### config.mk
export PLATFORM = sky130hd
export DESIGN_NAME = fpmul_host
export DESIGN_NICKNAME = d
export VERILOG_FILES = /design/src/rtl/fpmul_host_pkg.sv /design/src/rtl/fpmul_result_fifo.sv /design/src/rtl/fpmul_host.sv
export SDC_FILE = /design/constraint.sdc
export NUM_CORES = 1
export LEC_CHECK = 0
export BUFFER_PORTS_ARGS = -buffer_cell sky130_fd_sc_hd__buf_2
export CAP_MARGIN = 30
export CORE_MARGIN = 1
export CORE_UTILIZATION = 48
export CTS_CLUSTER_SIZE = 24
export DETAILED_ROUTE_END_ITERATION = 8
export MAX_ROUTING_LAYER = met4
export PLACE_DENSITY = 0.83
export SYNTH_ARGS = -nofsm -noshare
export SYNTH_HDL_FRONTEND = slang
export SYNTH_SLANG_ARGS = --single-unit
### constraint.sdc
create_clock -name clock -period 2.7 [get_ports clock]
set_input_delay 0 -clock clock [delete_from_list [all_inputs] [get_ports clock]]
set_output_delay 0 -clock clock [all_outputs]
set_load 0.02 [all_outputs]
### src/rtl/fpmul_host_pkg.sv
// rtl/fpmul_host_pkg.sv - shared types, slot timing and FP field constants for fpmul_host
package fpmul_host_pkg;

  typedef enum logic [1:0] {
    WAIT_SLOT = 2'd0,
    DRIVE_A   = 2'd1,
    DRIVE_B   = 2'd2,
    HOLD      = 2'd3
  } state_e;

  localparam int OPA_OFFSET      = 1;
  localparam int OPB_OFFSET      = 2;
  localparam int PRODUCT_LATENCY = 12;

  localparam int         EXP_MSB      = 30;
  localparam int         EXP_LSB      = 23;
  localparam logic [7:0] EXP_ALL_ONES = 8'hFF;

  // Returns {nan, product}; a zero operand forces a correctly signed zero.
  function automatic logic [32:0] fixup(input logic [31:0] a, input logic [31:0] b,
                                        input logic [31:0] p);
    logic [31:0] r;
    if (a[30:0] == 31'd0 || b[30:0] == 31'd0) r = {a[31] ^ b[31], 31'd0};
    else r = p;
    return {r[EXP_MSB:EXP_LSB] == EXP_ALL_ONES, r};
  endfunction

endpackage

### src/rtl/fpmul_result_fifo.sv
// rtl/fpmul_result_fifo.sv - result FIFO of {nan, product} entries with occupancy count
module fpmul_result_fifo #(
  parameter int RES_DEPTH = 2,
  localparam int CNT_W = $clog2(RES_DEPTH + 1),
  localparam int PTR_W = (RES_DEPTH > 1) ? $clog2(RES_DEPTH) : 1
) (
  input  logic             clock,
  input  logic             reset,
  input  logic             push,
  input  logic [32:0]      push_data,
  input  logic             pop,
  output logic             valid,
  output logic [32:0]      head,
  output logic [CNT_W-1:0] count
);

  logic [32:0]      mem_q [RES_DEPTH];
  logic [32:0]      mem_d [RES_DEPTH];
  logic [PTR_W-1:0] wr_q, wr_d, rd_q, rd_d;
  logic [CNT_W-1:0] count_q, count_d;

  function automatic logic [PTR_W-1:0] next_ptr(input logic [PTR_W-1:0] p);
    return (p == PTR_W'(RES_DEPTH - 1)) ? '0 : p + 1'b1;
  endfunction

  always_comb begin
    mem_d   = mem_q;
    wr_d    = wr_q;
    rd_d    = rd_q;
    count_d = count_q + CNT_W'(push) - CNT_W'(pop);
    if (push) begin
      mem_d[wr_q] = push_data;
      wr_d        = next_ptr(wr_q);
    end
    if (pop) rd_d = next_ptr(rd_q);
  end

  always_ff @(posedge clock) begin
    if (reset) begin
      for (int i = 0; i < RES_DEPTH; i++) mem_q[i] <= '0;
      wr_q    <= '0;
      rd_q    <= '0;
      count_q <= '0;
    end else begin
      mem_q   <= mem_d;
      wr_q    <= wr_d;
      rd_q    <= rd_d;
      count_q <= count_d;
    end
  end

  assign valid = (count_q != '0);
  assign head  = mem_q[rd_q];
  assign count = count_q;

endmodule

### src/rtl/fpmul_host.sv
// rtl/fpmul_host.sv - host end of the serial FP-multiplier operand bus
module fpmul_host
  import fpmul_host_pkg::*;
#(
  parameter int RES_DEPTH = 2,
  parameter int TIMEOUT   = 64
) (
  input  logic        clock,
  input  logic        reset,
  input  logic        in_valid,
  output logic        in_ready,
  input  logic [31:0] in_a,
  input  logic [31:0] in_b,
  output logic        mul_nreset,
  output logic [31:0] mul_a,
  input  logic        mul_ready,
  input  logic [31:0] mul_product,
  output logic        out_valid,
  input  logic        out_ready,
  output logic [31:0] out_product,
  output logic        out_nan,
  output logic        err_timeout
);

  localparam int CNT_W = $clog2(RES_DEPTH + 1);
  localparam int WD_W  = $clog2(TIMEOUT + 1);

  state_e           state_q, state_d;
  logic [31:0]      a_q, a_d, b_q, b_d, mul_a_q, mul_a_d;
  logic             pending_q, pending_d, err_q, err_d, nreset_q;
  logic [WD_W-1:0]  wd_q, wd_d;
  logic             slot, push, pop, credit;
  logic [32:0]      push_data, head;
  logic [CNT_W-1:0] res_count;
  logic [CNT_W:0]   occ;

  fpmul_result_fifo #(.RES_DEPTH(RES_DEPTH)) u_fifo (
    .clock     (clock),
    .reset     (reset),
    .push      (push),
    .push_data (push_data),
    .pop       (pop),
    .valid     (out_valid),
    .head      (head),
    .count     (res_count)
  );

  assign pop = out_valid && out_ready;

  always_comb begin
    state_d   = state_q;
    a_d       = a_q;
    b_d       = b_q;
    mul_a_d   = mul_a_q;
    pending_d = pending_q;
    err_d     = err_q;
    wd_d      = wd_q;

    slot      = (state_q == WAIT_SLOT) && mul_ready;
    push      = slot && pending_q;
    push_data = fixup(a_q, b_q, mul_product);
    // Occupancy after this cycle's push/pop; issuing reserves one more entry.
    occ       = {1'b0, res_count} + (CNT_W+1)'(push) - (CNT_W+1)'(pop);
    credit    = occ < (CNT_W+1)'(RES_DEPTH);
    in_ready  = slot && credit && !reset;

    case (state_q)
      WAIT_SLOT: begin
        if (mul_ready) begin
          pending_d = in_valid && in_ready;
          if (pending_d) begin
            a_d = in_a;
            b_d = in_b;
          end
          mul_a_d = pending_d ? in_a : '0;
          state_d = DRIVE_A;
        end
      end
      DRIVE_A: begin
        mul_a_d = pending_q ? b_q : '0;
        state_d = DRIVE_B;
      end
      DRIVE_B: state_d = HOLD;
      HOLD:    state_d = WAIT_SLOT;
      default: state_d = WAIT_SLOT;
    endcase

    if (mul_ready) begin
      wd_d = '0;
      if (state_q != WAIT_SLOT) err_d = 1'b1;
    end else if (wd_q >= WD_W'(TIMEOUT - 1)) begin
      wd_d  = WD_W'(TIMEOUT);
      err_d = 1'b1;
    end else begin
      wd_d = wd_q + 1'b1;
    end
  end

  always_ff @(posedge clock) begin
    nreset_q <= !reset;
    if (reset) begin
      state_q   <= WAIT_SLOT;
      a_q       <= '0;
      b_q       <= '0;
      mul_a_q   <= '0;
      pending_q <= 1'b0;
      err_q     <= 1'b0;
      wd_q      <= '0;
    end else begin
      state_q   <= state_d;
      a_q       <= a_d;
      b_q       <= b_d;
      mul_a_q   <= mul_a_d;
      pending_q <= pending_d;
      err_q     <= err_d;
      wd_q      <= wd_d;
    end
  end

  assign mul_a       = mul_a_q;
  assign mul_nreset  = nreset_q;
  assign err_timeout = err_q;
  assign out_product = head[31:0];
  assign out_nan     = head[32];

endmodule

==> results_dict.tcl <==
set metrics [dict create \
    grt_remaining_overflow 0 \
    fin_crit_ns 2.95 \
    yosys-top-cells-count "dfxtp_1 (178), nand2_1 (166), a21oi_1 (101)" \
    ant_nets 0 \
    leakage_nw 4.12 \
    fin_cells 1238 \
    synth_area_leaders "dfxtp_1 (51%), nand2_1 (8.9%), a21oi_1 (7.2%)" \
    start_kind "flip-flop" \
    place_area_um2 8020 \
    initial_core_util 0.497 \
    synth_xor_area_frac 0.00753 \
    synthAdderAreaFrac 0.0154 \
    die_x_um 123 \
    cp_cell_sequence "or2_4, and2_4, ha_4, inv_4, ha_4, inv_2, fa_1, and4b_2, nand3_4, nor2_4, buf_12, buf_6, a221oi_2, nor3_1" \
    outcome "finished with violations" \
    cts_buffers 17 \
    syn_area_per_cell_um2 8.80 \
    tritoncts "done" \
    rsz0062_at_grt "true" \
    hold_path.class "in2reg" \
    synth_top_family_by_area "simple AND/OR/NAND/NOR gates" \
    place_hpwl_um 11700 \
    netlist.area_leader.share 0.511 \
    design_area_um2 9970 \
    maxClockFrequency_mhz 339 \
    cap_violations 0 \
    slew_viol_final 0 \
    muxShareOfSynthArea 0.0547 \
    async_flop_share 0 \
    met3_usage 0.0678 \
    ys.warnings.count 0 \
    skew_ns 0.0142 \
    setup_viol_count_final 46 \
    relSlewSlack 0.217 \
    cpMaxStageDelayCell "fa_1" \
    syn-instance-count 793 \
    crit_family "simple AND/OR/NAND/NOR gates" \
    crit_required_ns 3.03 \
    io-pin-count 170 \
    routabilityCongestion 0.852 \
    max_slew.worst_pin.slew_ns 1.17 \
    clock_latency_ns 0.44 \
    ys_seq_area_frac 0.511 \
    grt_start_max_net_pins 60 \
    cp_common_cell "ha_4" \
    cts-root-buf "clkbuf_16" \
    grt_pass1_wl_um 34000 \
    path_class "reg2reg" \
    end_kind "flip-flop" \
    layout_setup_ws_ns -0.250 \
    slowest_delay_ns 0.52 \
    failed_checks "setup timing" \
    vdd_drop_max_mv 0.575 \
    synth_area_leader_cell "dfxtp_1" \
    nNetsFinal 1153 \
    syn_area_um2 6980 \
    first_pass_iters 5 \
    viasPerCell 5.82 \
    htreeDepth 4 \
    worstPathArrival_ns 3.28 \
    die_area_um2 15000 \
    powerDensity_nw_per_um2 928 \
    busiest_layer "met2" \
    grt_pass1_vias 6946 \
    ys_seq_elements 178 \
    synth_fp_nets 902 \
    clock-sinks 178 \
    clk_pin_slew_worst_paths_ns 0.07 \
    grt.met1_usage 0.348 \
    dpl.cell_count 1100 \
    areaGrowthSynthToFinish_pct 43.0 \
    layout-drive-gt1-share 0.299 \
    synth-compound-area-share 0.164 \
    drt-total-wl_um 23600 \
    port_buffers 169 \
    fin_util 0.710 \
    power_mw 9.25 \
    hold_viol_final 0 \
    grt.met2_usage 0.488 \
    grt_use_total 0.299 \
    synth.most_common_cell "dfxtp_1" \
    antenna_found_initial 1 \
    synth_ff_type "dfxtp_1" \
    routedWlPerCell_um 19.0 \
    clk_path_buf_depth 2 \
    drt-initial-drc-count 731 \
    drc_errors 0 \
    synth_simple_gate_area_frac 0.200 \
    core_area_um2 14000 \
    synth_edf_count 0 \
    fin_crit_sh 1.09 \
    critical_path_buf_inv_count 4 \
    dieHeight_um 123 \
    rows 43 \
    synth_cell_types 38 \
    num_vias 7209 \
    worstPathMaxFanout 6 \
]
## layer usage
metal	up-vias	routed length (µm)
met5	-	0
met4	0	1070
met3	109	1810
met2	417	11500
met1	3399	9180
li1	3284	-
## kinds of logic after synthesis
kind of cell | count (synthesis)
flops | 178
mux | 34
fa+ha+maj | 8
xor+xnor | 6
buf+inv | 74
compound gates | 176
simple gates | 317
## state kept, by name, summed over array words and instances, names as in the netlist
register	cells
u_fifo.count	2
state_q	2
mul_nreset	1
u_fifo.mem_q	66
u_fifo.rd_q	1
err_timeout	1
b_q	32
mul_a	32
u_fifo.wr_q	1
wd_q	7
pending_q	1
a_q	32
## power breakdown
group | switching [mW] | total (mW) | internal, mW | leakage [nW]
Combinational | 2.12 | 3.47 | 1.35 | 2.39
Clock | 1.11 | 2.54 | 1.43 | 0.288
Sequential | 0.258 | 3.24 | 2.98 | 1.44
Total | 3.49 | 9.25 | 5.77 | 4.12
## timing repair
item                                    4_1_cts  5_1_grt
pin swaps                                    15       37
endpoints found under the hold margin       168        0
hold buffers                                 97        0
resized for setup                            11       40
buffers inserted                              0        3
cloned                                        1        5
endpoints found under the setup margin       97       98
## final timing paths
kind | start | slack, ns | to | cells past startpoint
hold / removal | out_ready | 0.07 | u_fifo.rd_q | 5
setup / recovery | u_fifo.count[0] | -0.25 | mul_a[23] | 14
hold reg to reg | u_fifo.mem_q[38] | 0.45 | u_fifo.mem_q[38] | 2
setup reg to reg | u_fifo.count[0] | -0.25 | mul_a[23] | 14
## worst reg2reg max path, stage by stage (launching register included)
cell and delay (ns):
dfxtp_2 0.32, or2_4 0.24, and2_4 0.15, ha_4 0.22, inv_4 0.05, ha_4 0.11, inv_2 0.03, fa_1 0.52
and4b_2 0.28, nand3_4 0.10, nor2_4 0.17, buf_12 0.15, buf_6 0.16, a221oi_2 0.08, nor3_1 0.27
## per-stage QoR
stage | worst slack [ns] | hold slack (ns) | TNS [ns]
floorplan | -0.000300 | 0.0768 | -0.00652
global placement | -0.0273 | 0.226 | -0.553
detailed placement | -0.141 | 0.227 | -6.91
CTS | -0.0826 | 0.0283 | -1.86
global route | -0.295 | 0.0985 | -10.20
finish | -0.250 | 0.0654 | -3.82
## layout by cell type (no fill, tap or decap), types with 20 or more instances in the layout
cell type,synthesis,layout
a21oi_1,101,99
a221oi_2,0,24
a22o_1,32,32
buf_2,16,167
clkbuf_16,0,20
dfxtp_1,178,177
dlygate4sd3_1,0,97
mux2_2,33,33
nand2_1,166,165
nand3_1,37,35
nor2_1,45,43
nor3_1,36,35
## layout make-up
cell class                      count  area, µm²
Antenna cell                        1       2.50
Clock buffer                       19        453
Clock inverter                     13        145
Fill cell                         917       4070
Inverter                            9       36.3
Multi-Input combinational cell    541       3330
Sequential cell                   178       3560
Tap cell                          180        225
Timing Repair Buffer              297       2210
No activity file was read; power rests on OpenSTA's default activity.
